==> src/rtl/id_ex_stage.sv <==
// id_ex_stage -- ID/EX pipeline register and ALU operand-select stage.
//
// Latches the decoded instruction and register-file read data once per cycle.
// Forwards from EX/MEM and MEM/WB onto the latched operands. Selects the
// immediate or the register operand for ALU input B. Detects load-use hazards
// and replaces the stalled consumer with a bubble.
//
// Ports
//   clk, reset        rising-edge clock, synchronous active-high reset
//   stall, flush      hold stage / load bubble instead of the ID instruction
//   id_*              decoded instruction fields, read data, control bits
//   exmem_*, memwb_*  forwarding sources (write enable, destination, data)
//   reg1data, ALU2    ALU operands A and B (forwarded)
//   ALUfunc, shamt    registered function code and shift amount
//   ex_store_data     forwarded rt value for stores
//   ex_dst, ex_*      registered destination and control bits
//   hazard            load-use hazard; decode and fetch must hold
module id_ex_stage #(
  parameter int DW = 32,
  parameter int RW = 5
) (
  input  logic          clk,
  input  logic          reset,
  input  logic          stall,
  input  logic          flush,
  input  logic          id_valid,
  input  logic [DW-1:0] id_rs_data,
  input  logic [DW-1:0] id_rt_data,
  input  logic [15:0]   id_imm,
  input  logic [RW-1:0] id_rs,
  input  logic [RW-1:0] id_rt,
  input  logic [RW-1:0] id_rd,
  input  logic [4:0]    id_shamt,
  input  logic [3:0]    id_ALUfunc,
  input  logic          id_ALUSrc,
  input  logic          id_zext,
  input  logic          id_RegDst,
  input  logic          id_uses_rt,
  input  logic          id_regwrite,
  input  logic          id_memread,
  input  logic          id_memwrite,
  input  logic          id_memtoreg,
  input  logic          exmem_regwrite,
  input  logic [RW-1:0] exmem_rd,
  input  logic [DW-1:0] exmem_ALUOut,
  input  logic          memwb_regwrite,
  input  logic [RW-1:0] memwb_rd,
  input  logic [DW-1:0] memwb_data,
  output logic [DW-1:0] reg1data,
  output logic [DW-1:0] ALU2,
  output logic [3:0]    ALUfunc,
  output logic [4:0]    shamt,
  output logic [DW-1:0] ex_store_data,
  output logic [RW-1:0] ex_dst,
  output logic          ex_valid,
  output logic          ex_regwrite,
  output logic          ex_memread,
  output logic          ex_memwrite,
  output logic          ex_memtoreg,
  output logic          hazard
);

  // Complete stage state. A bubble is the all-zero value, so flush, hazard
  // and reset all load '0 and a bubble can never write anything downstream.
  typedef struct packed {
    logic          valid;
    logic          regwrite;
    logic          memread;
    logic          memwrite;
    logic          memtoreg;
    logic          alusrc;
    logic [3:0]    func;
    logic [4:0]    shamt;
    logic [RW-1:0] dst;
    logic [RW-1:0] rs;
    logic [RW-1:0] rt;
    logic [DW-1:0] rs_data;
    logic [DW-1:0] rt_data;
    logic [DW-1:0] imm;
  } ex_t;

  ex_t ex_q, ex_d, cap;
  logic [DW-1:0] fwd_rs, fwd_rt;

  // Load-use: the consumer in ID needs a value that the load in EX has not
  // fetched yet. This is deliberately independent of stall and flush.
  assign hazard = ex_q.valid && ex_q.memread && (ex_q.dst != '0) && id_valid &&
                  ((ex_q.dst == id_rs) || (id_uses_rt && (ex_q.dst == id_rt)));

  // Value captured from ID. The register file does not write-through
  // internally, so a MEM/WB write in the capture cycle is picked up here.
  always_comb begin
    cap          = '0;
    cap.valid    = id_valid;
    cap.regwrite = id_valid & id_regwrite;
    cap.memread  = id_valid & id_memread;
    cap.memwrite = id_valid & id_memwrite;
    cap.memtoreg = id_valid & id_memtoreg;
    cap.alusrc   = id_ALUSrc;
    cap.func     = id_ALUfunc;
    cap.shamt    = id_shamt;
    cap.dst      = id_RegDst ? id_rd : id_rt;
    cap.rs       = id_rs;
    cap.rt       = id_rt;
    cap.rs_data  = (memwb_regwrite && memwb_rd != '0 && memwb_rd == id_rs)
                   ? memwb_data : id_rs_data;
    cap.rt_data  = (memwb_regwrite && memwb_rd != '0 && memwb_rd == id_rt)
                   ? memwb_data : id_rt_data;
    cap.imm      = id_zext ? {{(DW-16){1'b0}}, id_imm}
                           : {{(DW-16){id_imm[15]}}, id_imm};
  end

  always_comb begin
    ex_d = ex_q;
    if (flush)       ex_d = '0;
    else if (stall)  ex_d = ex_q;
    else if (hazard) ex_d = '0;
    else             ex_d = cap;
  end

  always_ff @(posedge clk) begin
    if (reset) ex_q <= '0;
    else       ex_q <= ex_d;
  end

  // Forwarding. EX/MEM is the younger result, so it wins. Register 0 never
  // forwards.
  always_comb begin
    fwd_rs = ex_q.rs_data;
    if (exmem_regwrite && exmem_rd != '0 && exmem_rd == ex_q.rs)
      fwd_rs = exmem_ALUOut;
    else if (memwb_regwrite && memwb_rd != '0 && memwb_rd == ex_q.rs)
      fwd_rs = memwb_data;
  end

  always_comb begin
    fwd_rt = ex_q.rt_data;
    if (exmem_regwrite && exmem_rd != '0 && exmem_rd == ex_q.rt)
      fwd_rt = exmem_ALUOut;
    else if (memwb_regwrite && memwb_rd != '0 && memwb_rd == ex_q.rt)
      fwd_rt = memwb_data;
  end

  assign reg1data      = fwd_rs;
  assign ALU2          = ex_q.alusrc ? ex_q.imm : fwd_rt;
  assign ex_store_data = fwd_rt;
  assign ALUfunc       = ex_q.func;
  assign shamt         = ex_q.shamt;
  assign ex_dst        = ex_q.dst;
  assign ex_valid      = ex_q.valid;
  assign ex_regwrite   = ex_q.regwrite;
  assign ex_memread    = ex_q.memread;
  assign ex_memwrite   = ex_q.memwrite;
  assign ex_memtoreg   = ex_q.memtoreg;

endmodule
==> config.mk <==
export PLATFORM = sky130hd
export DESIGN_NAME = id_ex_stage
export DESIGN_NICKNAME = d
export VERILOG_FILES = /design/src/rtl/id_ex_stage.sv
export SDC_FILE = /design/constraint.sdc
export NUM_CORES = 1
export LEC_CHECK = 0
export ABC_CLOCK_PERIOD_IN_PS = 2400
export CAP_MARGIN = 20
export CELL_PAD_IN_SITES_DETAIL_PLACEMENT = 1
export CELL_PAD_IN_SITES_GLOBAL_PLACEMENT = 2
export CORE_ASPECT_RATIO = 1.4
export CORE_MARGIN = 2
export CORE_UTILIZATION = 21
export CTS_CLUSTER_DIAMETER = 120
export DETAILED_ROUTE_END_ITERATION = 12
export PLACE_DENSITY_LB_ADDON = 0.1
export SYNTH_ARGS = -nofsm -noshare
export SYNTH_HDL_FRONTEND = slang
export SYNTH_SLANG_ARGS = --single-unit
==> constraint.sdc <==
create_clock -name clk -period 2.4 [get_ports clk]
set_input_delay 0.36 -clock clk [delete_from_list [all_inputs] [get_ports clk]]
set_output_delay 0.36 -clock clk [all_outputs]
set_load 0.03 [all_outputs]
==> run metrics <==
Slew Limit Fails 0; Tmin final 2.85 ns; Mapped Area 0.00747 sq mm; HP Class in -> reg; CTS tree done; RePlAce Congestion 0.798; sw frac 34.1%; Setup Skew 0.0122 ns; first-pass GRT wire length 59300 um; cell row count 81; Fmax 351 MHz; Global Route Usage Sum 21.4%; Setup Crit Path Kind in -> out; Final period util 119%; run status finished, violations left; Setup Viol. Count Final 96; Fin. Hold Viols 0; pwr/cell area 360 mW/mm^2; clock power share 29.3%; switching power total 1870 uW; P&R area growth vs syn 104%; hold buffers post-CTS 0; number of H-tree levels 3; R2R Path End ex_q[98]$_SDFFE_PP0N_; DRC errors left 0; CTS Buf Count 9; Synth Net Count 1125; root buf cell clkbuf_16; #FFs+latches synth 111; Via-to-Cell Ratio 4.84; hpwl dp 29400 um; CP Capture Type output port; cells on worst reg2reg path 6; fillers 3836; Worst Slack Setup Final -0.451 ns; slew margin rel. 57.3%; sequential area share after synthesis 29.7%; vias in the first global route 9552; number of non-filler instances in the completed layout 1807; die area 0.0371 sq mm; initial antenna violation count 7; Sequential cell area 0.00225 sq mm; largest net degree at the start of global routing 86; critical path data arrival time 2.49 ns; combinational share of power 34.9%; Ys Warns 0; part of the power in registers 35.8%; NumNets Final 1532; max cap viols 0; clk_lat worst skew 0.39 ns; Ports 309; RSZ-0062 raised after global routing true; Worst Path Max Fanout 7; dpl ws -0.983 ns; Syn Inst Count 932; failing checks setup timing; layout cells sized above 1 42.2%; footprint of the multi-input gates 0.00660 sq mm; CTS sink cnt 111; routed via count 8743; Initial Util 21.4%; clock-pin slew of the registers on the worst-case setup and hold paths 0.09 ns; Synth Area per Inst 8.02 sq um; Iter 0 DRT Violations 272; reg-to-reg critical path startpoint ex_dst[0]$_SDFFE_PP0N_; Core Area 0.0350 sq mm; Reg2Reg Setup Slack 0.36 ns; hold path start stall; Yosys cell types 40; Die Y 227 um; antenna-violating nets left 0; chip width 163 um; total gr overflow 0; Hold Path Cell Cnt 3; placed cells 1736; Leak 0.00534 uW; required time of the worst setup path 2.04 ns; P_int 3620 uW; wire length per cell 22.3 um; worst-margin pin slew 0.641 ns; IO buf count 308; Total Wirelength 40300 um; CTS max path bufs 2; Hold EP ALUfunc[1]$_SDFFE_PP0N_; drt pass-1 iters 4; VDD IR max 0.278 mV; CP Launch Type input pin
layer usage:
layer  GRT usage, %  part of all wire, %  vias to the layer above
met4           7.76                  2.7                        2
met1           24.1                   39                     4296
met2           39.6                   53                      209
met5              0                0.027                        -
li1               -                    -                     4189
met3           4.39                  4.6                       47
repair_timing:
item,CTS,global route
resized for setup,308,73
cloned,5,3
setup endpoints to repair,97,97
pin swaps,72,39
buffers inserted,35,10
synthesized netlist by cell type, drive strengths merged:
cell type,number,area share [%]
a211oi,17,2.6
a21boi,2,0.20
a21oi,43,2.9
a31oi,15,1.3
a32oi,1,0.12
and3,15,1.3
buf,44,3.9
clkbuf,65,3.3
dfxtp,111,30
mux2,15,2.3
mux2i,101,14
nand2,79,4.1
nand3,92,6.2
nor2,45,2.3
nor2b,37,3.1
nor3,3,0.33
nor4,20,2.2
o2111a,1,0.17
o2111ai,2,0.40
o211ai,1,0.10
o21ai,95,6.6
o31ai,81,8.1
or2,1,0.084
or3,3,0.25
or4,3,0.40
xnor2,20,2.3
xor2,20,2.3
cells by family after synthesis:
group	synth area share, %
xor+xnor	4.69
flops	29.7
compound gates	22.4
buf+inv	7.17
mux	15.8
simple gates	20.2
power groups by stage:
stage	combinational, uW	sequential, uW	clock [uW]
after floorplan	778	1980	0
after detailed placement	1680	2000	0
after global placement	1670	2000	0
after CTS	1870	1960	1680
final	1920	1960	1610
after global routing	2030	1970	1740
placed cells by master (no fill, tap or decap), types with 24 or more instances in the layout:
cell type        synthesis  final
clkdlybuf4s50_1          0    198
buf_4                   20    129
mux2i_1                101     79
buf_12                   0     48
dfxtp_1                111    100
buf_6                    4    102
nor2b_1                 37     37
a21oi_1                 43     43
o31ai_1                 81     64
o21ai_4                  1     24
o21ai_0                 87     46
o21ai_2                  1     25
nand2_1                 78     68
nand3_1                 92     75
registers in the layout, indices dropped and copies added (netlist names):
signal	flops
ex_dst	5
ex_memwrite	1
ex_valid	1
ALUfunc	4
ex_regwrite	1
ex_q	92
ex_memread	1
shamt	5
ex_memtoreg	1
layout make-up:
class	instances	area share (%)
Multi-Input combinational cell	712	43.3
Timing Repair Buffer	505	36.2
Sequential cell	111	14.7
Tap cell	456	3.74
Clock buffer	9	1.48
Clock inverter	7	0.394
Antenna cell	7	0.115
worst max path at each step:
stage	startpoint	end	slack [ns]	cells past startpoint
floorplan	memwb_rd[4]	ALU2[20]	-0.11	7
global placement	memwb_rd[4]	ALU2[16]	-0.97	7
detailed placement	memwb_rd[4]	ex_store_data[16]	-0.98	7
CTS	ex_q[96]$_SDFFE_PP0N_	ALU2[27]	-0.44	10
global route	ex_q[96]$_SDFFE_PP0N_	ALU2[27]	-0.44	10
finish	memwb_rd[3]	ALU2[27]	-0.45	10
worst max-delay path: stages:
cell	delay [ns]
buf_6	0.09
or4_4	0.55
o2111a_2	0.41
buf_12	0.19
nand2_8	0.07
buf_12	0.16
a211oi_4	0.07
buf_4	0.14
o31ai_4	0.24
buf_6	0.18
per-stage QoR:
stage / util [%] / hold slack, ns / setup TNS (ns) / instance area (sq um) / total power, uW
after CTS: 42.3 / 0.329 / -30.40 / 14800 / 5510
after global routing: 43.6 / 0.351 / -33.62 / 15200 / 5740
after global placement: 37.7 / 0.449 / -77.87 / 13200 / 3670
after detailed placement: 37.7 / 0.455 / -79.90 / 13200 / 3670
final: 43.6 / 0.344 / -29.63 / 15200 / 5490
after floorplan: - / 0.438 / -4.56 / 8620 / 2760
No activity file was read; power rests on OpenSTA's default activity.
